<file path="src/rtl/uart_rx_fifo_if.sv">
// rtl/uart_rx_fifo_if.sv - read-side port bundle of the UART receive FIFO
`timescale 1ns/1ps
interface uart_rx_fifo_if #(
    parameter int DATA_BITS  = 8,
    parameter int FIFO_DEPTH = 16
) ();
    logic                          rd_en;
    logic [DATA_BITS-1:0]          rd_data;
    logic                          empty;
    logic                          full;
    logic [$clog2(FIFO_DEPTH):0]   count;

    modport master (output rd_en, input rd_data, input empty, input full, input count);
    modport slave  (input rd_en, output rd_data, output empty, output full, output count);
endinterface

</file>
<file path="src/rtl/uart_rx_fifo.sv">
// rtl/uart_rx_fifo.sv - UART receiver with frame/parity/overrun flags and a show-ahead FIFO
`timescale 1ns/1ps
module uart_rx_fifo #(
    parameter int CLK_HZ     = 25000000,
    parameter int BAUD       = 115200,
    parameter int DATA_BITS  = 8,
    parameter int PARITY     = 0,
    parameter int FIFO_DEPTH = 16
) (
    input  logic          clk,
    input  logic          rstn,
    input  logic          rx,
    output logic          busy,
    output logic          frame_err,
    output logic          parity_err,
    output logic          overrun,
    uart_rx_fifo_if.slave rd
);
    localparam int DIV = (CLK_HZ + BAUD / 2) / BAUD;
    localparam int CW  = (DIV > 1) ? $clog2(DIV) : 1;
    localparam int BW  = $clog2(DATA_BITS);
    localparam int AW  = $clog2(FIFO_DEPTH);
    localparam logic [CW-1:0] FULL_BIT = CW'(DIV - 1);
    localparam logic [CW-1:0] HALF_BIT = CW'(DIV / 2 - 1);

    typedef enum logic [2:0] {IDLE, START, DATA, PAR, STOP, BRK} state_t;

    state_t               state;
    logic                 rx_meta, rxs;
    logic [CW-1:0]        cnt;
    logic [BW-1:0]        bits_left;
    logic [DATA_BITS-1:0] shreg;
    logic                 par_ok;
    logic                 wr_req;
    logic [DATA_BITS-1:0] wr_data;

    always_ff @(posedge clk or negedge rstn) begin
        if (!rstn) begin
            rx_meta <= 1'b1;
            rxs     <= 1'b1;
        end else begin
            rx_meta <= rx;
            rxs     <= rx_meta;
        end
    end

    assign busy = (state != IDLE);

    always_ff @(posedge clk or negedge rstn) begin
        if (!rstn) begin
            state      <= IDLE;
            cnt        <= '0;
            bits_left  <= '0;
            shreg      <= '0;
            par_ok     <= 1'b1;
            wr_req     <= 1'b0;
            wr_data    <= '0;
            frame_err  <= 1'b0;
            parity_err <= 1'b0;
        end else begin
            wr_req     <= 1'b0;
            frame_err  <= 1'b0;
            parity_err <= 1'b0;
            case (state)
                IDLE: if (!rxs) begin
                    state <= START;
                    cnt   <= HALF_BIT;
                end
                START: if (cnt == '0) begin
                    // a start bit that is gone by mid-bit is treated as noise
                    state     <= rxs ? IDLE : DATA;
                    cnt       <= FULL_BIT;
                    bits_left <= BW'(DATA_BITS - 1);
                    par_ok    <= 1'b1;
                end else begin
                    cnt <= cnt - 1'b1;
                end
                DATA: if (cnt == '0) begin
                    shreg <= {rxs, shreg[DATA_BITS-1:1]};
                    cnt   <= FULL_BIT;
                    if (bits_left == '0) state <= (PARITY != 0) ? PAR : STOP;
                    else                 bits_left <= bits_left - 1'b1;
                end else begin
                    cnt <= cnt - 1'b1;
                end
                PAR: if (cnt == '0) begin
                    par_ok <= (rxs == ((^shreg) ^ (PARITY == 2)));
                    state  <= STOP;
                    cnt    <= FULL_BIT;
                end else begin
                    cnt <= cnt - 1'b1;
                end
                STOP: if (cnt == '0) begin
                    cnt <= FULL_BIT;
                    if (!rxs) begin
                        frame_err <= 1'b1;
                        state     <= BRK;
                    end else begin
                        wr_req     <= par_ok;
                        wr_data    <= shreg;
                        parity_err <= !par_ok;
                        state      <= IDLE;
                    end
                end else begin
                    cnt <= cnt - 1'b1;
                end
                BRK: if (rxs) begin
                    state <= IDLE;
                    cnt   <= FULL_BIT;
                end
                default: state <= IDLE;
            endcase
        end
    end

    logic [DATA_BITS-1:0] mem [FIFO_DEPTH];
    logic [AW-1:0]        wr_ptr, rd_ptr;
    logic [AW:0]          count_q, count_nxt;
    logic                 empty_q, full_q;
    logic                 do_push, do_pop;

    // a pop frees the slot for a simultaneous push even when full
    assign do_pop  = rd.rd_en && !empty_q;
    assign do_push = wr_req && (!full_q || do_pop);

    always_comb begin
        count_nxt = count_q;
        if (do_push && !do_pop) count_nxt = count_q + 1'b1;
        if (do_pop && !do_push) count_nxt = count_q - 1'b1;
    end

    always_ff @(posedge clk) begin
        if (do_push) mem[wr_ptr] <= wr_data;
    end

    always_ff @(posedge clk or negedge rstn) begin
        if (!rstn) begin
            wr_ptr  <= '0;
            rd_ptr  <= '0;
            count_q <= '0;
            empty_q <= 1'b1;
            full_q  <= 1'b0;
            overrun <= 1'b0;
        end else begin
            if (do_push) wr_ptr <= wr_ptr + 1'b1;
            if (do_pop)  rd_ptr <= rd_ptr + 1'b1;
            count_q <= count_nxt;
            empty_q <= (count_nxt == '0);
            full_q  <= (count_nxt == (AW+1)'(FIFO_DEPTH));
            overrun <= wr_req && full_q && !rd.rd_en;
        end
    end

    assign rd.rd_data = empty_q ? '0 : mem[rd_ptr];
    assign rd.empty   = empty_q;
    assign rd.full    = full_q;
    assign rd.count   = count_q;
endmodule

</file>
<file path="src/flat_wrapper.sv">
// flat-port wrapper written by rule: the top's interface ports become plain ports
module uart_rx_fifo_flat 
#(
    parameter int CLK_HZ     = 25000000,
    parameter int BAUD       = 115200,
    parameter int DATA_BITS  = 8,
    parameter int PARITY     = 0,
    parameter int FIFO_DEPTH = 16
)
  (clk, rstn, rx, busy, frame_err, parity_err, overrun, rd_rd_en, rd_rd_data, rd_empty, rd_full, rd_count);
  uart_rx_fifo_if #(.DATA_BITS(DATA_BITS), .FIFO_DEPTH(FIFO_DEPTH)) rd_i ();
  input  logic clk;
  input  logic rstn;
  input  logic rx;
  output logic busy;
  output logic frame_err;
  output logic parity_err;
  output logic overrun;
  input wire logic [$bits(rd_i.rd_en)-1:0] rd_rd_en;
  output wire logic [$bits(rd_i.rd_data)-1:0] rd_rd_data;
  output wire logic [$bits(rd_i.empty)-1:0] rd_empty;
  output wire logic [$bits(rd_i.full)-1:0] rd_full;
  output wire logic [$bits(rd_i.count)-1:0] rd_count;
  assign rd_i.rd_en = rd_rd_en;
  assign rd_rd_data = rd_i.rd_data;
  assign rd_empty = rd_i.empty;
  assign rd_full = rd_i.full;
  assign rd_count = rd_i.count;
  uart_rx_fifo #(.CLK_HZ(CLK_HZ), .BAUD(BAUD), .DATA_BITS(DATA_BITS), .PARITY(PARITY), .FIFO_DEPTH(FIFO_DEPTH)) u_core (.clk(clk), .rstn(rstn), .rx(rx), .busy(busy), .frame_err(frame_err), .parity_err(parity_err), .overrun(overrun), .rd(rd_i));
endmodule
</file>
<file path="config.mk">
export PLATFORM = sky130hd
export DESIGN_NAME = uart_rx_fifo_flat
export DESIGN_NICKNAME = d
export VERILOG_FILES = /design/src/rtl/uart_rx_fifo_if.sv /design/src/rtl/uart_rx_fifo.sv /design/src/flat_wrapper.sv
export SDC_FILE = /design/constraint.sdc
export NUM_CORES = 1
export LEC_CHECK = 0
export BUFFER_PORTS_ARGS = -buffer_cell sky130_fd_sc_hd__buf_2
export CAP_MARGIN = 20
export CORE_ASPECT_RATIO = 1.75
export CORE_UTILIZATION = 56
export CTS_BUF_LIST = sky130_fd_sc_hd__clkbuf_4 sky130_fd_sc_hd__clkbuf_8 sky130_fd_sc_hd__clkbuf_16
export CTS_CLUSTER_SIZE = 12
export DETAILED_ROUTE_END_ITERATION = 12
export PLACE_DENSITY_LB_ADDON = 0.25
export SLEW_MARGIN = 10
export SYNTH_ARGS = -nofsm -noshare
export SYNTH_HDL_FRONTEND = slang
export SYNTH_SLANG_ARGS = --single-unit
</file>
<file path="constraint.sdc">
create_clock -name clk -period 2 [get_ports clk]
set_input_delay 0.1 -clock clk [delete_from_list [all_inputs] [get_ports clk]]
set_output_delay 0.1 -clock clk [all_outputs]
set_load 0.02 [all_outputs]
</file>
Word level (Yosys, flattened, before mapping)
Memory sizes are Yosys's and may differ from the RTL's.
Cells that the tools add are included.
{"block": "op_classes", "eq_ne": 15, "addsub": 6, "n_reduce_logical": 29, "muxes": 35}
{"op": "$mux W3", "count": 11}
{"op": "$mux W8", "count": 4}
{"op": "$pmux W8 S3", "count": 1}
{"op": "$pmux W3 S6", "count": 1}
{"op": "$mux W1", "count": 13}
{"op": "$ne A2 B1 Y1 const B", "count": 6}
{"op": "$mux W5", "count": 2}
{"op": "$reduce_and A3 Y1", "count": 3}
{"op": "$add A4 B1 Y4 const B", "count": 2}
{"op": "$logic_not A8 Y1", "count": 1}
{"op": "$reduce_xor A8 Y1", "count": 1}
{"op": "$sub A8 B1 Y8 const B", "count": 1}
{"op": "$reduce_and A7 Y1", "count": 1}
{"op": "$eq A3 B2 Y1 const B", "count": 2}
{"op": "$eq A3 B3 Y1 const B", "count": 2}
{"op": "$logic_and A1 B1 Y1", "count": 6}
{"op": "$logic_not A1 Y1", "count": 6}
{"op": "$logic_not A3 Y1", "count": 2}
{"op": "$pmux W3 S2", "count": 1}
{"op": "$reduce_bool A3 Y1", "count": 2}
{"op": "$add A5 B1 Y5 const B", "count": 1}
{"op": "$eq A5 B5 Y1 const B", "count": 1}
{"op": "$logic_not A5 Y1", "count": 1}
{"op": "$sub A5 B1 Y5 const B", "count": 1}
{"op": "11 further kinds", "count": 13}
{"block": "word_totals", "n_memories": 1, "elab_cells": 103, "reg_bits": 52, "out_inout_bits": 19, "ram_bits": 128, "inputBits": 4}
{"name": "u_core.mem", "words": 16, "word_bits": 8, "rd": 1, "rd_ports_with_merged_regs": 0, "wr": 1, "line": "uart_rx_fifo.sv:116", "rtl": "logic [DATA_BITS-1:0] mem [FIFO_DEPTH];"}

Longest topological paths before layout
Gate-level depths: netlist (run 1).
{"block": "depth", "ltp_word": 8, "depth_mapped": 7, "mapped_depth_nobuf": 6}

Worst setup path after synthesis (run 1)
Ideal clock, no wire load.
{"block": "synth_timing", "path_kind": "reg2reg", "startpoint": "register u_core.empty_q, in the netlist u_core.rd.empty", "endpoint": "memory u_core.mem[3][0], enable pin", "slack_ns": -0.163, "path_buffers": 1, "arrival_time_ns": 1.779, "setup_time_ns": 0.383, "period_less_slack_ns": 2.163, "required_time_ns": 1.617, "path_stages_with_launch": 6, "path_cell_list": "dfstp_2 nand2b_1 clkbuf_1 a21boi_2 nand2_1 nor3_1"}
{"block": "synth_via", "elab_chain_cells": 6}
{"item": "start: declaration", "line": "uart_rx_fifo.sv:119", "rtl": "logic empty_q, full_q;"}
{"item": "start signal: assignment", "line": "uart_rx_fifo.sv:148", "rtl": "empty_q <= (count_nxt == '0);"}
{"item": "$logic_not A1 Y1", "line": "uart_rx_fifo.sv:123", "rtl": "assign do_pop = rd.rd_en && !empty_q;"}
{"item": "$logic_and A1 B1 Y1", "line": "uart_rx_fifo.sv:123"}
{"item": "$logic_or A1 B1 Y1", "line": "uart_rx_fifo.sv:124", "rtl": "assign do_push = wr_req && (!full_q || do_pop);"}
{"item": "$logic_and A1 B1 Y1", "line": "uart_rx_fifo.sv:124"}
{"item": "$mux W1", "line": "uart_rx_fifo.sv:133", "rtl": "if (do_push) mem[wr_ptr] <= wr_data;"}
{"item": "$mux W1 (implied by the code)", "line": "uart_rx_fifo.sv:133"}
{"item": "end: declaration", "line": "uart_rx_fifo.sv:116"}
Every way passes these cells.

Worst setup path after layout (run 1)
{"block": "layout_timing", "startpoint": "register u_core.rd_ptr[0]", "endpoint": "output rd_rd_data[5]"}
{"block": "layout_via", "elab_chain_cells": 2}
{"item": "start: declaration", "line": "uart_rx_fifo.sv:117", "rtl": "logic [AW-1:0] wr_ptr, rd_ptr;"}
{"item": "start signal: assignment", "line": "uart_rx_fifo.sv:146", "rtl": "if (do_pop) rd_ptr <= rd_ptr + 1'b1;"}
{"item": "$mem_v2 Z16 W8"}
{"item": "$mux W8", "line": "uart_rx_fifo.sv:154", "rtl": "assign rd.rd_data = empty_q ? '0 : mem[rd_ptr];"}
{"item": "end: declaration", "line": "flat_wrapper.sv:20", "rtl": "output wire logic [$bits(rd_i.rd_data)-1:0] rd_rd_data;"}
Every way passes these cells.

==> reports/metrics.yaml, run 1 <==
avgSynthCellArea_sq_um: 16.52
power.density_mw_per_mm2: 1032
die_h_um: 154.6
synth.distinct_cells: 49
dieArea_sq_mm: 0.01379
cts_tree: "built"
crit_chain: "buf_12, mux4_2, a22oi_2, a21oi_2, buf_2"
busiest_layer: "met2"
ctsLongestPathBuffers: 2
placementRows: 55
status: "finished with violations"
num_antenna_cells: 0
finalMaxSlewViolations: 0
drc: 0
detail_route.wl_per_cell_um: 20.09
finalClockSkew_ps: 8.350
critical_path_required_ps: 1900
initial_core_util_pct: 57.58
ctsRootBufferMaster: "clkbuf_16"
finalSetupTns_ps: -1713
start_kind: "flip-flop"
met3_usage_pct: 5.390
synthCells: 451
post-dp-hpwl_mm: 9.911
place_congestion: 0.7965
synth_area_sq_mm: 0.007450
htree_levels: 4
routed_wl_mm: 14.08
drt_first_pass_iters: 4
hold_class: "in -> async"
grt_pass1_vias: 4351
antenna_found_initial: 0
core_region_area_sq_mm: 0.01294
power_leakage_uw: 0.003567
finish.net_count: 532
insertion_delay_ps: 420
drt_iter0_drc: 227
finalSetupViolCount: 8
grt_pass1_wl_mm: 22.76
clk_pin_slew_ps: 70
ant_nets: 0
netlist_top_cells_area: "edfxtp_1, dfrtp_1, mux4_2"
cpPeakStageDelay_ps: 520
place_inst: 659
hold_viol: 0
final.period_utilization_pct: 113.3
timing.final.ws_setup_ps: -265.4
synth-edff-count: 128
synth-seq-area-share_pct: 69.13
relSlewSlack_pct: 59.37
critPathArrivalTime_ps: 2170
fin_crit_ps: 2265
synthFlopType: "edfxtp_1"
die_w_um: 89.19
clkSinkCount: 180
ir_worst_vdd_uv: 623.1
gr-total-overflow: 0
critPathMaxFanout: 15
use_met1_pct: 26.22
grt_max_degree: 35
gr-usage-met2_pct: 39.11
async_flop_share_pct: 28.89
track_usage_pct: 22.95
synth_top_area_share_pct: 51.60
via_per_inst: 5.748
rsz0062_at_grt: "yes"
crit_path_top_delay_cell: "mux4_2"
fin_util_pct: 67.36
max_freq_ghz: 0.4414
violations: "negative setup slack"
fin_cells: 701
io_pins: 23
cts_buffers: 17
yosysTopAreaCell: "edfxtp_1"
worstSetupEndpointType: "output port"
ys_ff_latch: 180
area_delta_synth_final_pct: 16.98
port_buffers: 22
drive_above_1_share_pct: 32.45
vias: 4029
tightest_slew_ps: 609.5
cp_top_family: "multiplexers"
syn_nets: 466
yosysWarningCount: 0
cap_violations: 0
worst-setup-path-type: "reg -> out"
crit_buf_inv: 2
## repair_timing
item,CTS,global route
pin swaps,2,3
setup endpoints to repair,8,23
buffers inserted,0,7
resized for setup,9,9
gates cloned,0,0
hold buffers,3,0
endpoints found under the hold margin,21,0
## cells by family (layout without fill, tap and decap cells)
family                   Yosys count  after routing  synth area share, %
AO/OA/AOI/OAI                     68             68                6.316
XOR/XNOR                          20             20                2.351
adder cells (fa/ha/maj)           11             11                1.847
buffers and inverters             32            111                1.797
flip-flops                       180            180                69.13
multiplexers                      51             51                12.53
AND/OR/NAND/NOR                   89             89                6.030
## worst paths after layout
check / from / slack, ps / cells past startpoint / end
worst max-delay path: u_core.rd_ptr[0] / -270 / 5 / rd_rd_data[5]
worst min-delay path: rstn / 200 / 2 / u_core.rd.count[3]
min in group clk: rx / 330 / 2 / u_core.rx_meta
worst max register to register: u_core.cnt[2] / 170 / 4 / u_core.wr_data[6]
worst min register to register: u_core.rx_meta / 360 / 0 / u_core.rxs
max in group asynchronous: rstn / 1090 / 3 / u_core.par_ok
## report_power, final
| group | switching (uW) | internal [uW] | total [uW] | leakage [uW] |
|---|---|---|---|---|
| combinational | 882 | 748 | 1630 | 0.00114 |
| clock | 1470 | 1670 | 3140 | 0.000283 |
| sequential | 148 | 4070 | 4220 | 0.00214 |
| total | 2500 | 6490 | 8990 | 0.00357 |
## synth_stat cells (2+ instances only)
library cell,instances
a21oi_1,18
a22oi_1,16
a31oi_1,3
a32oi_1,2
a41oi_1,2
and2_1,3
and3_1,2
buf_1,7
buf_2,5
buf_4,2
clkbuf_1,6
dfrtp_1,48
dfstp_2,4
edfxtp_1,128
ha_1,11
inv_1,12
mux2_2,18
mux4_2,32
nand2_1,20
nand2b_1,3
nand3_1,7
nand4_1,3
nor2_1,25
nor2b_1,7
nor3_1,11
nor3b_1,2
o21ai_0,12
o22a_1,2
o41ai_1,2
xnor2_1,16
xor2_1,4
## worst reg2reg max path, stage by stage (launching register included)
cell,delay [ps]
dfrtp_1,430
nor2_1,310
and4b_2,420
nand4_4,220
mux2_2,330
## cells in the final DEF, fill, tap and decap left out, drive strengths merged, types with 4 or more instances in the layout
| cell type | instances |
|---|---|
| nand3 | 7 |
| edfxtp | 128 |
| xor2 | 4 |
| nand4 | 4 |
| a31oi | 4 |
| inv | 20 |
| dfrtp | 48 |
| nand2 | 21 |
| clkbuf | 18 |
| buf | 64 |
| nor2b | 7 |
| dfstp | 4 |
| xnor2 | 16 |
| mux4 | 32 |
| o21ai | 12 |
| nor3 | 12 |
| a22oi | 16 |
| ha | 11 |
| mux2 | 18 |
| clkinv | 6 |
| nor2 | 25 |
| a21oi | 18 |
## cell type report
type | instances | area, sq um
multi-input cells | 239 | 2242
clock inverters | 14 | 135.1
inverters | 12 | 45.04
fillers | 921 | 4223
flip-flops and latches | 180 | 5151
clock buffers | 18 | 432.9
well taps | 171 | 214.0
repair buffers | 67 | 494.2
## routing by layer
| layer | up-vias | wire length (um) |
|---|---|---|
| met4 | 0 | 472 |
| met2 | 92 | 7961 |
| met1 | 2028 | 5184 |
| met5 | - | 0 |
| met3 | 22 | 464 |
| li1 | 1887 | - |
## per-stage QoR
stage	setup slack [ps]	hold WS, ps	power [uW]	area, sq um
2_1_floorplan	-126.9	-195.6	5274	7460
3_3_place_gp	152.0	112.8	5734	7984
3_5_place_dp	94.94	127.4	5782	7984
4_1_cts	-224.7	209.4	8954	8626
5_1_grt	-323.0	237.9	9354	8715
6_report	-265.4	199.9	8994	8715
## registers in the layout, indices dropped and copies added, names as in the netlist
name	cells
u_core.rd.count	5
u_core.overrun	1
u_core.rd.full	1
u_core.cnt	8
u_core.par_ok	1
u_core.shreg	8
u_core.wr_ptr	4
u_core.parity_err	1
u_core.bits_left	3
u_core.state	3
u_core.frame_err	1
u_core.wr_req	1
u_core.rxs	1
u_core.wr_data	8
u_core.rd_ptr	4
u_core.rd.empty	1
u_core.mem	128
u_core.rx_meta	1
Note: power is estimated with default switching activity, not from simulation.
==> run 2: changes to the inputs <==
- SKIP_CTS_REPAIR_TIMING: unset -> 1
==> run 2 against run 1 <==
Compared with the run above: the run still ends with negative setup slack left; clock power is essentially flat; final area shrank 0.72%; non-clock buffer count shrank 7; count of clock-buffer cells in the layout is the same; global-route usage shrank 0.068 points; critical path type unchanged; critical endpoint unchanged; largest cell class unchanged; largest power group unchanged.
==> reports/metrics.yaml, run 2 (synthesized netlist as in run 1, its figures left out) <==
p_total_uw: 8885  # -1.2%
track_usage_pct: 22.88  # -0.068 points
gr-total-overflow: 0  # unchanged
initial_core_util_pct: 57.58  # unchanged
max_freq_ghz: 0.4482  # +1.5%
cts_buffers: 17  # unchanged
die_w_um: 89.19  # unchanged
core_region_area_sq_mm: 0.01294  # unchanged
cap_violations: 0  # unchanged
drive_above_1_share_pct: 31.17  # -1.3 points
fin_cells: 694  # -1.0%
grt_pass1_wl_mm: 22.69  # -0.27%
largest_register_ffs: 128  # unchanged
ctsRootBufferMaster: "clkbuf_16"
start_kind: "flip-flop"
regArea_sq_mm: 0.005151  # unchanged
finalClockSkew_ps: 7.072  # -1.278 ps
area_delta_synth_final_pct: 16.14
antenna_found_initial: 0  # unchanged
layout_common_cells: "edfxtp_1, dfrtp_1, mux4_2"
final.period_utilization_pct: 111.5  # -1.7 points
grt_max_degree: 35  # unchanged
status: "finished with violations"
insertion_delay_ps: 420  # about the same
num_antenna_cells: 0  # unchanged
hold_viol: 0  # unchanged
p_switching_uw: 2477  # -0.94%
grt_pass1_vias: 4343  # -0.18%
violations: "negative setup slack"
worstSetupEndpointType: "output port"
finalSetupViolCount: 8  # unchanged
worst-setup-path-type: "reg -> out"
ff2ff_setup_slack_ps: 170  # about the same
n_fill_cell: 927  # +0.65%
finalMaxSlewViolations: 0  # unchanged
io_pins: 23  # unchanged
routed_wl_mm: 13.99  # -0.66%
dieArea_sq_mm: 0.01379  # unchanged
relSlewSlack_pct: 58.81  # -0.56 points
critPathArrivalTime_ps: 2130  # -40 ps
finish.net_count: 525  # -1.3%
cts_tree: "built"
dpl-instance-area_sq_mm: 0.007984  # unchanged
timing.final.ws_setup_ps: -231.0  # +34.49 ps
reg2regPathDepth: 4  # unchanged
critPathMaxFanout: 15  # unchanged
tightest_slew_ps: 617.8  # +8.334 ps
drc: 0  # unchanged
placementRows: 55  # unchanged
rsz0062_at_grt: "yes"
power_leakage_uw: 0.003532  # -0.96%
r2r-end: "u_core.wr_data[6]"
critical_path_required_ps: 1900  # about the same
power.share.sequential_pct: 47.5  # +0.6 points
switching_share_pct: 27.88  # +0.076 points
power.density_mw_per_mm2: 1027  # -0.50%
port_buffers: 22  # unchanged
via_per_inst: 5.811  # +1.1%
clk_pin_slew_ps: 70  # about the same
ctsLongestPathBuffers: 2  # unchanged
layout_commonest_cell: "edfxtp_1"
htree_levels: 4  # unchanged
stdcell_area_sq_mm: 0.008652  # -0.72%
hold-worst-slack_ps: 194.9  # -4.927 ps
drt_first_pass_iters: 4  # unchanged
fin_crit_ps: 2231  # -34.49 ps
comb_power_share_pct: 17.1  # -1.0 points
ant_nets: 0  # unchanged
drt_iter0_drc: 254  # +12%
place_inst: 659  # unchanged
die_h_um: 154.6  # unchanged
hold_class: "in -> async"
pre_cts_ws_ps: 94.94  # unchanged
intPower_uw: 6408  # -1.3%
post-dp-hpwl_mm: 9.911  # unchanged
detail_route.wl_per_cell_um: 20.16  # +0.34%
rr_startpoint: "u_core.cnt[2]"
ir_worst_vdd_uv: 620.5  # -0.42%
largest-register: "u_core.mem"
clkSinkCount: 180  # unchanged
place_congestion: 0.7965  # unchanged
multi_input_area_sq_mm: 0.002232  # -0.45%
vias: 4033  # +0.099%
clockPowerShare_pct: 35.4  # +0.5 points
==> run 2: cell types whose count changed in the layout (fill, tap and decap cells not counted), sizes merged <==
cell	delta
buf	-7
==> run 2: worst max path at each step <==
stage / start / end / cells after the start
after floorplan: u_core.rd.empty / u_core.mem[1][0] / 5
after global placement: u_core.cnt[2] / u_core.wr_data[4] / 4
after detailed placement: u_core.cnt[2] / u_core.wr_data[6] / 4
after CTS: u_core.rd_ptr[0] / rd_rd_data[5] / 5
after global routing: u_core.rd_ptr[0] / rd_rd_data[5] / 5
final: u_core.rd_ptr[0] / rd_rd_data[5] / 5
==> run 2: metrics by stage <==
step / setup TNS [ps] / util, %
CTS: -2113 / 66.10
floorplan: -2030 / -
global route: -2246 / 66.88
detailed placement: 0 / 61.71
finish: -1575 / 66.88
global placement: 0 / 61.71
==> run 2: worst max-delay path: stages, from the launching register on <==
cell and delay [ps]:
dfrtp_2 420, buf_12 190, mux4_2 520, a22oi_1 310, a21oi_2 100, buf_2 170
==> run 2: layer usage <==
metal  routed length [um]  GRT usage, %  part of all wire (%)  up-vias
li1                     -             -                     -     1873
met1                 5098         26.14                    36     2039
met2                 7999         39.80                    57       98
met3                  488         5.016                   3.5       23
met4                  403         10.96                   2.9        0
met5                    0             0                     0        -
==> run 2: power groups by stage <==
stage          combinational (uW)  sequential (uW)  clock (uW)
6_report                     1520             4220        3140
4_1_cts                      1490             4220        3200
3_5_place_dp                 1490             4300           0
3_3_place_gp                 1450             4280           0
2_1_floorplan                 936             4340           0
5_1_grt                      1650             4240        3350
==> run 2: layout make-up <==
cell class	instances	area share, %
inverters	12	0.5206
clock buffers	18	5.004
well taps	171	2.473
clock inverters	14	1.562
flip-flops and latches	180	59.54
repair buffers	60	5.105
multi-input cells	239	25.80
==> run 3: changes to the inputs <==
- CORE_UTILIZATION: 56 -> 60
- clock period: 2 -> 2.4 ns (I/O delays scaled with it)
==> run 3 against run 2 <==
Compared with the run above: the flow now finishes without violations; count of clock-buffer cells in the layout unchanged; final area down 2.1%; hold slack improved by 130 ps; critical endpoint is now rd_rd_data[0].
==> reports/metrics.yaml, run 3 (synthesized netlist as in run 1, its figures left out) <==
status: "finished clean"
critical_path_required_ps: 2280  # +380 ps
grt_max_degree: 36  # +2.9%
rr_startpoint: "u_core.rd.empty"
tightest_slew_ps: 784.6  # +166.8 ps
drt_first_pass_iters: 5  # +1
gr-total-overflow: 0  # unchanged
die_h_um: 149.4  # -3.3%
hold_class: "in -> async"
largest-register: "u_core.mem"
cts_tree: "built"
track_usage_pct: 24.38  # +1.5 points
intPower_uw: 5263  # -18%
timing.final.ws_setup_ps: 72.48  # +303.4 ps
clk_pin_slew_ps: 70  # about the same
max_freq_ghz: 0.4296
p_switching_uw: 1996  # -19%
critPathMaxFanout: 18  # +3
comb_power_share_pct: 15.6  # -1.5 points
hold-worst-slack_ps: 322.3  # +127.3 ps
worst-setup-path-type: "reg -> out"
via_per_inst: 6.025  # +3.7%
vias: 4067  # +0.84%
finalClockSkew_ps: 10.08  # +3.011 ps
clkSinkCount: 180  # unchanged
area_delta_synth_final_pct: 13.71
finalSetupTns_ps: 0  # +1575 ps
detail_route.wl_per_cell_um: 21.48  # +6.5%
power_leakage_uw: 0.003438  # -2.7%
core_region_area_sq_mm: 0.01207  # -6.7%
drt_iter0_drc: 266  # +4.7%
place_congestion: 0.8376  # +5.2%
drive_above_1_share_pct: 27.06  # -4.1 points
power.share.sequential_pct: 49.1  # +1.6 points
io_pins: 23  # unchanged
finalSetupViolCount: 0  # -8
p_total_uw: 7259  # -18%
ir_worst_vdd_uv: 864.6  # +39%
start_kind: "flip-flop"
clockPowerShare_pct: 35.3  # about the same
cap_violations: 0  # unchanged
placementRows: 53  # -3.6%
grt_pass1_vias: 4189  # -3.5%
ff2ff_setup_slack_ps: 300  # +130 ps
num_antenna_cells: 0  # unchanged
final.period_utilization_pct: 96.98
cts_buffers: 17  # unchanged
antenna_found_initial: 0  # unchanged
ctsLongestPathBuffers: 2  # unchanged
ctsRootBufferMaster: "clkbuf_16"
htree_levels: 4  # unchanged
relSlewSlack_pct: 47.69  # -11 points
switching_share_pct: 27.49  # -0.39 points
rsz0062_at_grt: "no"
insertion_delay_ps: 420  # about the same
post-dp-hpwl_mm: 9.763  # -1.5%
finalMaxSlewViolations: 0  # unchanged
dieArea_sq_mm: 0.01288  # -6.5%
die_w_um: 86.23  # -3.3%
fin_crit_ps: 2328
layout_common_cells: "edfxtp_1, dfrtp_1, mux4_2"
pre_cts_ws_ps: 338.9  # +243.9 ps
power.density_mw_per_mm2: 856.9  # -17%
layout_commonest_cell: "edfxtp_1"
reg2regPathDepth: 5  # +1
initial_core_util_pct: 61.73  # +4.1 points
grt_pass1_wl_mm: 22.43  # -1.2%
port_buffers: 22  # unchanged
largest_register_ffs: 128  # unchanged
drc: 0  # unchanged
ant_nets: 0  # unchanged
hold_viol: 0  # unchanged
r2r-end: "u_core.mem[0][4]"
critPathArrivalTime_ps: 2210  # +80 ps
routed_wl_mm: 14.50  # +3.6%
finish.net_count: 512  # -2.5%
worstSetupEndpointType: "output port"
==> run 3: cell types whose count changed in the layout (fill, tap and decap cells not counted), sizes merged <==
cell and delta:
inv -2, clkinvlp +4, clkbuf +1, buf -14, clkinv -2
==> run 3: per-stage QoR <==
step	util (%)	cells	instance area, sq um
4_1_cts	69.73	671	8416
3_5_place_dp	65.14	639	7861
3_3_place_gp	65.14	639	7861
2_1_floorplan	-	451	7450
6_report	70.18	675	8471
5_1_grt	70.18	675	8471
==> run 3: final cells by class <==
class	count	area (sq um)
inverter	12	45.04
clock buffer	18	432.9
multi-input combinational	239	2166
tap	165	206.4
sequential	180	5151
fill	831	3598
clock inverter	14	121.4
timing repair buffer	47	347.8
==> run 3: worst max-delay path: stages, from the launching register on <==
cell and delay, ps:
dfrtp_2 430, buf_12 210, mux4_2 570, a22oi_1 260
a21oi_1 130, buf_2 170
==> run 3: worst max path at each step <==
stage          slack [ps]          endpoint              from  cells past startpoint
6_report               70     rd_rd_data[0]  u_core.rd_ptr[0]                      5
5_1_grt                 1     rd_rd_data[4]  u_core.rd_ptr[0]                      5
4_1_cts                20     rd_rd_data[1]  u_core.rd_ptr[0]                      5
3_5_place_dp          340  u_core.mem[3][4]   u_core.rd.empty                      5
3_3_place_gp          440  u_core.mem[3][5]   u_core.rd.empty                      5
2_1_floorplan         240  u_core.mem[3][0]   u_core.rd.empty                      5
==> run 3: power by group through the flow <==
stage | Clock, uW | Sequential (uW) | Combinational, uW
2_1_floorplan | 0 | 3610 | 780
3_3_place_gp | 0 | 3600 | 1060
3_5_place_dp | 0 | 3610 | 1090
4_1_cts | 2600 | 3550 | 1100
5_1_grt | 2710 | 3580 | 1230
6_report | 2560 | 3560 | 1130
==> run 3: metal layers <==
metal  vias to the layer above  wire, um  global-route usage [%]  share of wire (%)
li1                       1841         -                       -                  -
met1                      2101      5167                   26.72                 36
met2                       105      8569                   46.27                 59
met3                        20       452                   4.704                3.1
met4                         0       307                   8.000                2.1
met5                         -         0                       0                  0
